$ cat config.mk
export PLATFORM = sky130hd
export DESIGN_NAME = lagrange_interp_seq
export DESIGN_NICKNAME = d
export VERILOG_FILES = /design/src/rtl/lagrange_interp_pkg.sv /design/src/rtl/field_multiplier.sv /design/src/rtl/lagrange_coeffs.sv /design/src/rtl/lagrange_interp_seq.sv
export SDC_FILE = /design/constraint.sdc
export NUM_CORES = 1
export LEC_CHECK = 0
export CORE_UTILIZATION = 48
export CTS_BUF_LIST = sky130_fd_sc_hd__clkbuf_16
export DETAILED_ROUTE_END_ITERATION = 8
export MAX_ROUTING_LAYER = met4
export PLACE_DENSITY = 0.63
export SYNTH_ARGS = -nofsm -noshare
export SYNTH_HDL_FRONTEND = slang
export SYNTH_SLANG_ARGS = --single-unit
$ cat constraint.sdc
create_clock -name clk -period 38.6 [get_ports clk]
set_clock_uncertainty 0.15 [all_clocks]
set_input_delay 7.72 -clock clk [delete_from_list [all_inputs] [get_ports clk]]
set_output_delay 7.72 -clock clk [all_outputs]
set_load 0.02 [all_outputs]
$ cat src/rtl/lagrange_interp_pkg.sv
// Shared definitions for the Lagrange interpolator.
//   - state_t     : controller states
//   - fnbits      : field element width (from `F_NBITS)
//   - fprime      : field modulus (from `F_PRIME)
//   - mul_lat     : field multiplier latency, en to ready_pulse (cycles)
//   - cnt_width() : width of the i/k term counters for a given npoints
//   - mod_add()   : single-cycle modular addition of two reduced operands
`ifndef F_NBITS
`define F_NBITS 16
`endif
`ifndef F_PRIME
`define F_PRIME 65521
`endif

package lagrange_interp_pkg;

  typedef enum logic [2:0] {
    IDLE = 3'd0,
    MUL  = 3'd1,
    WAIT = 3'd2,
    ACC  = 3'd3,
    DONE = 3'd4
  } state_t;

  localparam int fnbits = `F_NBITS;
  localparam logic [fnbits-1:0] fprime = fnbits'(`F_PRIME);
  localparam int mul_lat = 3;
  localparam int max_points = 16;

  function automatic int cnt_width(input int n);
    return (n > 2) ? $clog2(n) : 1;
  endfunction

  // Operands are already < p, so one conditional subtract suffices.
  function automatic logic [fnbits-1:0] mod_add(input logic [fnbits-1:0] a,
                                                input logic [fnbits-1:0] b);
    logic [fnbits:0] s;
    s = {1'b0, a} + {1'b0, b};
    if (s >= {1'b0, fprime}) s = s - {1'b0, fprime};
    return s[fnbits-1:0];
  endfunction

endpackage

$ cat src/rtl/field_multiplier.sv
// Multi-cycle modular multiplier c = a*b mod p.
//   clk, rstb   : clock, asynchronous active-low reset
//   en          : start, accepted while ready=1; a/b sampled then
//   ready       : idle
//   ready_pulse : one-cycle pulse mul_lat cycles after the accepted en
//   c           : product, held until the next accepted en
module field_multiplier
  import lagrange_interp_pkg::*;
(
  input  logic              clk,
  input  logic              rstb,
  input  logic              en,
  input  logic [fnbits-1:0] a,
  input  logic [fnbits-1:0] b,
  output logic              ready_pulse,
  output logic              ready,
  output logic [fnbits-1:0] c
);
  logic       busy;
  logic [3:0] cnt;
  logic [2*fnbits-1:0] prod;

  assign prod  = a * b;
  assign ready = !busy;

  always_ff @(posedge clk or negedge rstb) begin
    if (!rstb) begin
      busy        <= 1'b0;
      cnt         <= '0;
      ready_pulse <= 1'b0;
    end else begin
      ready_pulse <= 1'b0;
      if (en && !busy) begin
        busy <= 1'b1;
        cnt  <= 4'(mul_lat - 1);
      end else if (busy) begin
        if (cnt == 4'd1) begin
          busy        <= 1'b0;
          ready_pulse <= 1'b1;
        end
        cnt <= cnt - 4'd1;
      end
    end
  end

  always_ff @(posedge clk) begin
    if (en && !busy) c <= fnbits'(prod % {{fnbits{1'b0}}, fprime});
  end
endmodule

$ cat src/rtl/lagrange_coeffs.sv
// Constant Lagrange coefficient table for nodes 0..npoints-1.
//   idx : evaluation index i
//   kdx : coefficient index k-1 (table holds the x^1..x^(npoints-1) terms)
//   l   : coefficient of x^(kdx+1) in the i-th Lagrange basis polynomial, mod p
// The table is computed at elaboration; only the read mux is hardware.
module lagrange_coeffs
  import lagrange_interp_pkg::*;
#(
  parameter int npoints = 3,
  parameter int cw      = 2
) (
  input  logic [cw-1:0]     idx,
  input  logic [cw-1:0]     kdx,
  output logic [fnbits-1:0] l
);
  localparam int nterm = npoints * (npoints - 1);
  localparam logic [63:0] p64 = 64'(fprime);

  function automatic logic [63:0] powmod(input logic [63:0] b, input logic [63:0] e);
    logic [63:0] r, x;
    r = 64'd1;
    x = b;
    for (int n = 0; n < 64; n++) begin
      if (e[n]) r = (r * x) % p64;
      x = (x * x) % p64;
    end
    return r;
  endfunction

  // Expand prod_{m!=i}(x-m) and scale by the inverse of prod_{m!=i}(i-m).
  function automatic logic [nterm*fnbits-1:0] build_tbl();
    logic [nterm*fnbits-1:0]    t;
    logic [(max_points+1)*64-1:0] poly;
    logic [63:0] den, inv, pm;
    int deg;
    t = '0;
    for (int pi = 0; pi < npoints; pi++) begin
      poly        = '0;
      poly[63:0]  = 64'd1;
      den         = 64'd1;
      deg         = 0;
      for (int m = 0; m < npoints; m++) begin
        if (m != pi) begin
          pm = (p64 - 64'(m)) % p64;
          for (int d = deg + 1; d >= 1; d--)
            poly[d*64 +: 64] = (poly[(d-1)*64 +: 64] + pm * poly[d*64 +: 64]) % p64;
          poly[63:0] = (pm * poly[63:0]) % p64;
          deg++;
          den = (den * ((64'(pi) + p64 - 64'(m)) % p64)) % p64;
        end
      end
      inv = powmod(den, p64 - 64'd2);
      for (int j = 0; j < npoints - 1; j++)
        t[(pi*(npoints-1)+j)*fnbits +: fnbits] =
          fnbits'((poly[(j+1)*64 +: 64] * inv) % p64);
    end
    return t;
  endfunction

  localparam logic [nterm*fnbits-1:0] tbl = build_tbl();

  assign l = tbl[(32'(idx)*(npoints-1) + 32'(kdx))*fnbits +: fnbits];
endmodule

$ cat src/rtl/lagrange_interp_seq.sv
// Sequential Lagrange interpolator: evaluations y[i]=P(i) -> coefficients c[k].
//   clk, rstb   : clock, asynchronous active-low reset
//   en          : start, accepted only while ready=1 (yvals captured then)
//   yvals       : y[0..npoints-1], element i at [i*fnbits +: fnbits]
//   cvals       : c[0..npoints-1], same packing; holds last result between runs
//   ready       : idle (IDLE or DONE)
//   ready_pulse : one cycle on completion, first cycle cvals is final
// Optional macro LAGRANGE_SKIP_ZERO_EN: terms with y[i]==0 or L[i][k-1]==0 are
// skipped in one cycle without starting the multiplier.
module lagrange_interp_seq
  import lagrange_interp_pkg::*;
#(
  parameter int npoints = 3
) (
  input  logic                      clk,
  input  logic                      rstb,
  input  logic                      en,
  input  logic [npoints*fnbits-1:0] yvals,
  output logic [npoints*fnbits-1:0] cvals,
  output logic                      ready,
  output logic                      ready_pulse
);
  localparam int cw = cnt_width(npoints);
  localparam logic [cw-1:0] last = cw'(npoints - 1);

  state_t state, nxt_state;
  logic [cw-1:0] i, k, kdx, nxt_i, nxt_k;
  logic [npoints*fnbits-1:0] y_reg;
  logic [fnbits-1:0] y_cur, lcoef, c_cur, prod;
  logic mul_en, mul_rp, mul_rdy, skip, start;

  assign ready       = (state == IDLE) || (state == DONE);
  assign ready_pulse = (state == DONE);
  assign start       = ready && en;
  assign kdx         = k - cw'(1);
  assign y_cur       = y_reg[32'(i)*fnbits +: fnbits];
  assign c_cur       = cvals[32'(k)*fnbits +: fnbits];

`ifdef LAGRANGE_SKIP_ZERO_EN
  assign skip = (y_cur == '0) || (lcoef == '0);
`else
  assign skip = 1'b0;
`endif

  assign mul_en = (state == MUL) && !skip && mul_rdy;

  lagrange_coeffs #(.npoints(npoints), .cw(cw)) u_coeffs (
    .idx (i),
    .kdx (kdx),
    .l   (lcoef)
  );

  field_multiplier u_mul (
    .clk         (clk),
    .rstb        (rstb),
    .en          (mul_en),
    .a           (y_cur),
    .b           (lcoef),
    .ready_pulse (mul_rp),
    .ready       (mul_rdy),
    .c           (prod)
  );

  // Term sequencing: i inner, k outer; after the last term go to DONE.
  always_comb begin
    nxt_i     = i + cw'(1);
    nxt_k     = k;
    nxt_state = MUL;
    if (i == last) begin
      nxt_i = '0;
      if (k == last) nxt_state = DONE;
      else           nxt_k     = k + cw'(1);
    end
  end

  always_ff @(posedge clk) begin
    if (start) y_reg <= yvals;
  end

  always_ff @(posedge clk or negedge rstb) begin
    if (!rstb) begin
      state <= IDLE;
      i     <= '0;
      k     <= '0;
      cvals <= '0;
    end else begin
      case (state)
        IDLE, DONE: begin
          if (start) begin
            // c[0] is y[0] directly; only c[1..] need accumulation.
            cvals <= {{((npoints-1)*fnbits){1'b0}}, yvals[fnbits-1:0]};
            i     <= '0;
            k     <= cw'(1);
            state <= MUL;
          end else begin
            state <= IDLE;
          end
        end
        MUL: begin
          if (skip) begin
            i     <= nxt_i;
            k     <= nxt_k;
            state <= nxt_state;
          end else if (mul_rdy) begin
            state <= WAIT;
          end
        end
        WAIT: begin
          if (mul_rp) state <= ACC;
        end
        ACC: begin
          cvals[32'(k)*fnbits +: fnbits] <= mod_add(c_cur, prod);
          i     <= nxt_i;
          k     <= nxt_k;
          state <= nxt_state;
        end
        default: state <= IDLE;
      endcase
    end
  end
endmodule
Yosys cells after proc, flatten, opt, wreduce, memory -nomap -nowiden
Cells that the tools add are included.

Add/sub/neg operators: 8. $mul: 1. Div/mod/pow operators: 1. Magnitude comparators: 1. Equality and inequality tests: 12. Shift-type cells: 5. Mux-type cells: 26. Bitwise operators: 0. Reduce and logical (&&, ||, !) cells: 12.

Operators by type and width (number): case mux 48 bit (2 select lines) (1); indexed part select 48 x 7 -> 16 bit (2); indexed part select 96 x 33 -> 16 bit, first input constant (1); bitwise mux 48 bit (1); two-way mux 48 bit (1); variable shift 16 x 34 -> 48 bit, first input constant (1); indexed part select 16 x 34 -> 48 bit (1); negation 6 -> 34 bit (1); modulo 32 x 16 -> 32 bit, second input constant (1); multiplier 16 x 16 -> 32 bit (1); two-way mux 16 bit (2); adder 16 x 16 -> 17 bit (1); >= comparator 17 x 16 -> 1 bit, second input constant (1); subtractor 16 bit, second input constant (1); two-way mux 3 bit (4); case mux 3 bit (4 select lines) (1); two-way mux 2 bit (5); two-way mux 4 bit (2); inequality test 2 bit, second input constant (4); case mux 2 bit (2 select lines) (2); two-way mux 1 bit (7); equality test 3 x 2 -> 1 bit, second input constant (2); adder 2 x 1 -> 2 bit, second input constant (2); adder 3 x 2 -> 4 bit (1); 15 further kinds (20).

Register bits: 125. Latch bits: 0. Bits in writable memories: 0. Bits in read-only memories: 0. Input bits: 51. Output and inout bits: 50. Word-level logic and storage cells: 75. Memories kept: 0.

Logic depth before layout (Yosys ltp)
Gate-level depths: netlist (run 1).

Word-level depth: 8. Depth in mapped cells: 98. Gate-level depth less buffers: 83.

Hierarchy
Synthesis (run 1) repeated with hierarchy kept, for this count alone.

Cell total of the unflattened synthesis: 3116. Area total of the unflattened synthesis: 25416.9 um^2.

By module, submodules not included: field_multiplier (times used 1, cells each 2564, area each 19582.5 um^2, seq. area each 630.6 um^2); lagrange_interp_seq (times used 1, cells each 531, area each 5679.2 um^2, seq. area each 2817.7 um^2); lagrange_coeffs (times used 1, cells each 21, area each 155.1 um^2, seq. area each 0.0 um^2).

Worst setup path before layout (run 1)
OpenSTA, ideal clock, no wires.

Kind: register to register. Start point: reg k[0]. End point: reg u_mul.c[11] (data pin). Arrival: 23910 ps. Setup slack: 14278 ps. Cell stages (with the launch flop): 89. Cells stage by stage: dfrtp_1 -> clkbuf_1 -> clkinv_1 -> ha_1 -> inv_1 -> ha_1 -> ha_1 -> o21ai_0 -> nor2b_1 -> clkbuf_1 -> nand2_1 -> inv_1 -> fa_1 -> fa_1 -> inv_1 -> fa_1 -> inv_1 -> fa_1 -> [... 53 more ...] -> nor4_1 -> a211oi_1 -> nor4b_4 -> a31oi_1 -> xnor2_1 -> inv_1 -> ha_1 -> a311oi_1 -> nor3b_1 -> nor2_1 -> o41ai_4 -> nand4_1 -> xnor2_1 -> or4_1 -> buf_2 -> o41ai_4 -> nand4b_1 -> xor2_1.

Word-level cells in the longest chain between the ends: 5.

RTL lines: from (decl) (RTL line lagrange_interp_seq.sv:27) `logic [cw-1:0] i, k, kdx, nxt_i, nxt_k;`; from (signal assigned) (RTL line lagrange_interp_seq.sv:93) `k <= cw'(1);`; from (signal assigned) (RTL line lagrange_interp_seq.sv:102) `k <= nxt_k;`; from (signal assigned) (RTL line lagrange_interp_seq.sv:114) `k <= nxt_k;`; subtractor 2 x 1 -> 2 bit (RTL line lagrange_interp_seq.sv:35) `assign kdx = k - cw'(1);`; adder 3 x 2 -> 4 bit (RTL line lagrange_coeffs.sv:62) `assign l = tbl[(32'(idx)*(npoints-1) + 32'(kdx))*fnbits +: fnbits];`; indexed part select 96 x 33 -> 16 bit (RTL line lagrange_coeffs.sv:62); multiplier 16 x 16 -> 32 bit (RTL line field_multiplier.sv:23) `assign prod = a * b;`; modulo 32 x 16 -> 32 bit (RTL line field_multiplier.sv:47) `if (en && !busy) c <= fnbits'(prod % {{fnbits{1'b0}}, fprime});`; to (signal assigned) (RTL line field_multiplier.sv:47); to (decl) (RTL line field_multiplier.sv:17) `output logic [fnbits-1:0] c`.

No other way between the ends. A chain may end at the register's enable or synchronous reset.

Worst setup path after layout (run 1)
Start point: reg k[1]. End point: reg u_mul.c[9] (data pin).

The elaborated chain is that of the path after synthesis.

==> results of run 1 <==
==> worst register-to-register path: cells and delay by family (launching register included) <==
kind | cells | cell delay [ps]
buf+inv | 8 | 840
fa+ha+maj | 11 | 4640
mux | 4 | 1950
compound gates | 25 | 10130
xor+xnor | 6 | 1660
flops | 1 | 680
simple gates | 25 | 9090
==> cells by family (layout without fill, tap and decap cells) <==
logic type | after synthesis | in the layout
AND/OR/NAND/NOR | 1084 | 1084
flip-flops | 125 | 125
adder cells (fa/ha/maj) | 301 | 301
multiplexers | 69 | 69
other | 0 | 1
XOR/XNOR | 169 | 169
buffers and inverters | 375 | 413
AO/OA/AOI/OAI | 795 | 795
==> placed cells by master, fill, tap and decap left out, types with 12 or more instances in the layout <==
master             n
and2_1            39
xnor2_1          123
o211ai_1          34
dfrtp_1           61
nand2b_1          32
o31ai_1           16
fa_1             154
and4_1            15
a211oi_1          28
o21a_1            21
mux2_2            13
o21ai_0          132
nand3_1           86
nand2_1          306
ha_1             138
a21o_1            36
and3_1            34
a21oi_1          173
xor2_1            44
nor3_1            71
or4_1             12
o2111ai_1         14
o21ai_1           37
mux2i_1           54
a31oi_1           42
nor2_1           270
o21bai_1          18
nor4_1            32
clkdlybuf4s50_1   99
buf_4             13
or2_2             20
o2111a_1          12
or3_1             26
clkbuf_16         18
nand4_1           47
edfxtp_1          64
o22ai_1           17
inv_1            265
==> metrics by stage <==
| step | util [%] | hold WS, ps | instance area, um2 | std cells | setup WS (ps) |
|---|---|---|---|---|---|
| detailed placement | 51.62 | 349.9 | 24640 | 3539 | 9694 |
| floorplan | - | 301.2 | 23230 | 2918 | 14280 |
| CTS | 52.83 | 361.7 | 25230 | 3571 | 9569 |
| global route | 52.84 | 402.2 | 25230 | 3572 | 6848 |
| global placement | 51.62 | 343.4 | 24640 | 3539 | 10240 |
| finish | 52.84 | 366.4 | 25230 | 3572 | 9156 |
==> layer usage <==
| metal | up-vias | track usage, % | share of wire, % |
|---|---|---|---|
| li1 | 10650 | - | - |
| met1 | 10850 | 43.09 | 47 |
| met2 | 792 | 47.20 | 45 |
| met3 | 67 | 3.446 | 6.6 |
| met4 | 0 | 5.309 | 1.4 |
| met5 | - | - | 0 |
==> worst paths after layout <==
check / start / endpoint / slack (ps) / cells past startpoint
min in group asynchronous: rstb / cvals[10]$_DFFE_PN0P_ / 7310 / 2
setup reg to reg: k[1]$_DFFE_PN0P_ / u_mul.c[9]$_DFFE_PP_ / 9160 / 79
hold reg to reg: cvals[20]$_DFFE_PN0P_ / cvals[20]$_DFFE_PN0P_ / 370 / 2
max in group asynchronous: rstb / cvals[46]$_DFFE_PN0P_ / 30440 / 2
hold / removal: cvals[20]$_DFFE_PN0P_ / cvals[20]$_DFFE_PN0P_ / 370 / 2
setup / recovery: k[1]$_DFFE_PN0P_ / u_mul.c[9]$_DFFE_PP_ / 9160 / 79
==> final cells by class <==
type,instances,area (um2)
fillers,4567,22520
flip-flops and latches,125,3448
inverters,268,1006
clock inverters,14,130.1
multi-input cells,2418,18330
well taps,615,769.5
diodes,1,2.502
repair buffers,113,1094
clock buffers,18,450.4
==> results.py, run 1 <==
metrics = {
    "setup_path": {
        "end_kind": "flip-flop",
        "worstPathMaxFanout": 19,
        "crit_family": "compound AO/OA/AOI/OAI gates",
        "critPathRequiredTime_ps": 38600,
        "crit_path_max_incr_delay_ps": 780,
        "cp_num_buf_inv": 8,
        "crit_path_start_kind": "flip-flop",
        "criticalPathCategory": "flip-flop to flip-flop",
        "arrival_ps": 29440,
        "slowest_stage": "nor2b_1",
        "worst_path_most_repeated_cell": "inv_1",
    },
    "global_routing": {
        "grt_max_degree": 62,
        "grt_util_all_layers_pct": 30.44,
        "grt_pass1_vias": 21340,
        "antenna_found_initial": 1,
        "grt_first_pass_wirelength_um": 118300,
        "gr-total-overflow": 0,
    },
    "synthesis": {
        "synth_top_cell_area_share_pct": 13.27,
        "async_reset_ff_share_pct": 48.80,
        "netlist_area_um2": 23230,
        "synth-edff-count": 64,
        "syn_inst": 2918,
        "syn_nets": 3261,
        "yosysWarnings": 0,
        "synth.avg_cell_area_um2": 7.963,
        "yosys_most_used_dff": "edfxtp_1",
        "muxShareOfSynthArea_pct": 3.064,
        "synth-adder-area-share_pct": 21.09,
        "post-synth-top-count-cell": "nand2_1",
        "yosys_register_bits": 125,
        "synth_cell_types": 137,
        "netlist_top_cells_count": "nand2_1 (306), nor2_1 (270), inv_1 (265), a21oi_1 (173), fa_1 (154)",
        "yosys.area.top_type": "fa_1",
        "synth_compound_area_share_pct": 24.52,
        "ys_top_cells_by_area": "fa_1 (13%), edfxtp_1 (8.3%), ha_1 (7.4%), dfrtp_1 (6.6%), nand2_1 (4.9%)",
        "synth_xor_area_share_pct": 6.484,
        "synth-simple-area-share_pct": 23.69,
        "synth_top_family_by_area": "compound AO/OA/AOI/OAI gates",
        "seq_area_frac_synth_pct": 14.84,
    },
    "timing": {
        "relSlewSlack_pct": 5.808,
        "fmaxAchievable_ghz": 0.03396,
        "setup_viol": 0,
        "finalHoldViolCount": 0,
        "finalWorstPathRequiredPeriod_ps": 29440,
        "finalMaxSlewViolations": 0,
        "fin_crit_sh_pct": 76.28,
        "rsz0062_at_grt": "false",
        "final.setup.tns_ps": 0,
        "tightest_slew_ps": 1398,
    },
    "place": {
        "port_buffers": 100,
        "gp_congestion": 0.9605,
        "dp_hpwl_um": 60660,
    },
    "route": {
        "via_per_inst": 6.259,
        "antenna_left": 0,
        "drt_iter0_markers": 2144,
        "wl_per_cell_um": 20.55,
        "via_count": 22360,
        "firstDrtPassIters": 5,
        "drc": 0,
        "wl_um": 73400,
    },
    "cts": {
        "cts_sinks": 125,
        "ctsResizeCount": 0,
        "holdBufCountCts": 0,
        "htree_levels": 4,
        "clockRootBuffer": "clkbuf_16",
        "tritoncts": "yes",
        "path_clk_slew_ps": 60,
        "clock_latency_ps": 420,
        "cts_buffer_depth": 2,
        "cts_setup_buffers": 0,
        "numCtsBuffers": 17,
    },
    "floorplan": {
        "die_h_um": 222.0,
        "core_area_um2": 47750,
        "start_util_pct": 48.66,
        "fp.dieW_um": 222.0,
        "rows": 80,
        "pin_count": 101,
        "die_area_um2": 49290,
    },
    "flow_run": {
        "maxCapViolCount": 0,
    },
    "final_layout": {
        "area_growth_pct": 8.578,
        "drive_above_1_share_pct": 5.920,
        "final_nets": 3286,
    },
    "run_status": {
        "status": "completed",
    },
    "worst_hold_path": {
        "holdCritPathClass": "flip-flop to flip-flop",
    },
}
Power of run 1 is not shown: default switching activity piles up to over one toggle a cycle in this logic, so the estimate is an artifact.
==> inputs of run 2 (changes only) <==
==> constraint.sdc (replaced) <==
create_clock -name clk -period 30.9 [get_ports clk]
set_clock_uncertainty 0.15 [all_clocks]
set_input_delay 6.18 -clock clk [delete_from_list [all_inputs] [get_ports clk]]
set_output_delay 6.18 -clock clk [all_outputs]
set_load 0.02 [all_outputs]
==> results.py, run 2 (synthesis gave the netlist of run 1 again) <==
metrics = {
    "worst_hold_path": {
        "min-delay-start": "state[2]$_DFFE_PN0P_",
        "hold_depth": 1,
        "min_to": "state[1]$_DFFE_PN0P_",
        "holdCritPathClass": "flip-flop to flip-flop",
    },
    "setup_path": {
        "worst_path_most_repeated_cell": "inv_1",
        "slowest_stage": "or4_1",
        "crit_family": "compound AO/OA/AOI/OAI gates",
        "end_kind": "flip-flop",
        "crit_path_max_incr_delay_ps": 710,
        "r2r_end": "u_mul.c[9]$_DFFE_PP_",
        "timing.rr.start": "k[1]$_DFFE_PN0P_",
        "worstPathMaxFanout": 19,
        "critPathRequiredTime_ps": 30890,
        "arrival_ps": 28880,
        "r2r_cells": 77,
        "crit_path_start_kind": "flip-flop",
        "rrSetupSlack_ps": 2010,
        "cp_num_buf_inv": 7,
        "criticalPathCategory": "flip-flop to flip-flop",
    },
    "route": {
        "antenna_left": 0,
        "firstDrtPassIters": 5,
        "via_per_inst": 6.323,
        "wl_um": 73610,
        "wl_per_cell_um": 20.58,
        "drt_iter0_markers": 1839,
        "via_count": 22620,
        "drc": 0,
    },
    "global_routing": {
        "grt_max_degree": 62,
        "grt_util_all_layers_pct": 30.35,
        "grt_first_pass_wirelength_um": 118100,
        "gr-total-overflow": 0,
        "antenna_found_initial": 2,
        "grt_pass1_vias": 21570,
    },
    "flow_run": {
        "maxCapViolCount": 0,
    },
    "final_layout": {
        "layout_common_cells": "nand2_1 (306), nor2_1 (269), inv_1 (266), a21oi_1 (173), fa_1 (154)",
        "postLayoutCoreUtil_pct": 53.00,
        "fillers": 4454,
        "stdcell_area_um2": 25300,
        "area_growth_pct": 8.907,
        "layout_commonest_cell": "nand2_1",
        "stdcell_count": 3577,
        "final_nets": 3290,
        "drive_above_1_share_pct": 6.250,
    },
    "floorplan": {
        "start_util_pct": 48.66,
        "pin_count": 101,
        "die_area_um2": 49290,
        "rows": 80,
        "fp.dieW_um": 222.0,
        "die_h_um": 222.0,
        "core_area_um2": 47750,
    },
    "cts": {
        "path_clk_slew_ps": 60,
        "holdBufCountCts": 0,
        "clockRootBuffer": "clkbuf_16",
        "numCtsBuffers": 17,
        "htree_levels": 4,
        "tritoncts": "yes",
        "cts_sinks": 125,
        "clock_latency_ps": 420,
        "cts_buffer_depth": 2,
    },
    "timing": {
        "final.setup.tns_ps": 0,
        "fin_crit_sh_pct": 93.49,
        "finalHoldViolCount": 0,
        "relSlewSlack_pct": 10.38,
        "finalWorstPathRequiredPeriod_ps": 28890,
        "rsz0062_at_grt": "false",
        "fmaxAchievable_ghz": 0.03462,
        "setup_viol": 0,
        "finalMaxSlewViolations": 0,
        "tightest_slew_ps": 1330,
    },
    "place": {
        "gp_congestion": 0.9528,
        "placed_cell_area_um2": 24650,
        "dp_hpwl_um": 60640,
        "port_buffers": 100,
        "dp_cells": 3540,
    },
    "run_status": {
        "status": "completed",
    },
}
==> run 2: cell type report <==
| class | count | area, um2 | area share [%] |
|---|---|---|---|
| Timing Repair Buffer | 117 | 1124 | 4.440 |
| Sequential cell | 125 | 3448 | 13.63 |
| Inverter | 268 | 1006 | 3.975 |
| Clock buffer | 20 | 500.5 | 1.978 |
| Tap cell | 615 | 769.5 | 3.041 |
| Multi-Input combinational cell | 2418 | 18370 | 72.59 |
| Antenna cell | 2 | 5.005 | 0.01978 |
| Clock inverter | 12 | 83.83 | 0.3313 |
==> run 2: per-layer routing <==
metal  up-vias  GRT usage (%)  routed length (um)
li1      10650              -                   -
met1     11020          42.15               34120
met2       873          47.84               33440
met3        74          3.578                4950
met4         0          5.488                1086
met5         -              -                   0
==> run 2: worst reg2reg max path, delay by kind of cell, from the launching register on <==
kind                       cells  cell delay (ps)
DFF                            1              700
muxes                          6             2390
buffers and inverters          7              730
xor gates and xnor gates       6             1750
adders and majority gates     10             4470
and+or+nand+nor               22             8760
AOI/OAI and AO/OA             26             9680
==> run 2: how the worst max path moves through the flow <==
stage,start,end,depth (start not counted)
5_1_grt,k[1]$_DFFE_PN0P_,u_mul.c[9]$_DFFE_PP_,81
3_3_place_gp,k[1]$_DFFE_PN0P_,u_mul.c[11]$_DFFE_PP_,80
4_1_cts,k[1]$_DFFE_PN0P_,u_mul.c[11]$_DFFE_PP_,80
3_5_place_dp,k[1]$_DFFE_PN0P_,u_mul.c[11]$_DFFE_PP_,80
6_report,k[1]$_DFFE_PN0P_,u_mul.c[9]$_DFFE_PP_,77
2_1_floorplan,k[0]$_DFFE_PN0P_,u_mul.c[11]$_DFFE_PP_,88
==> run 2: stage by stage <==
| step | worst slack [ps] | hold WS [ps] |
|---|---|---|
| 2_1_floorplan | 6578 | 301.2 |
| 3_3_place_gp | 2535 | 346.4 |
| 3_5_place_dp | 1866 | 360.5 |
| 4_1_cts | 1730 | 366.8 |
| 5_1_grt | 121.9 | 398.4 |
| 6_report | 2012 | 367.4 |
==> run 2: what timing repair did <==
action,CTS,global route
gates resized for setup,0,9
buffers inserted,0,3
endpoints found under the setup margin,0,16
Power of run 2 is left out for the same reason.
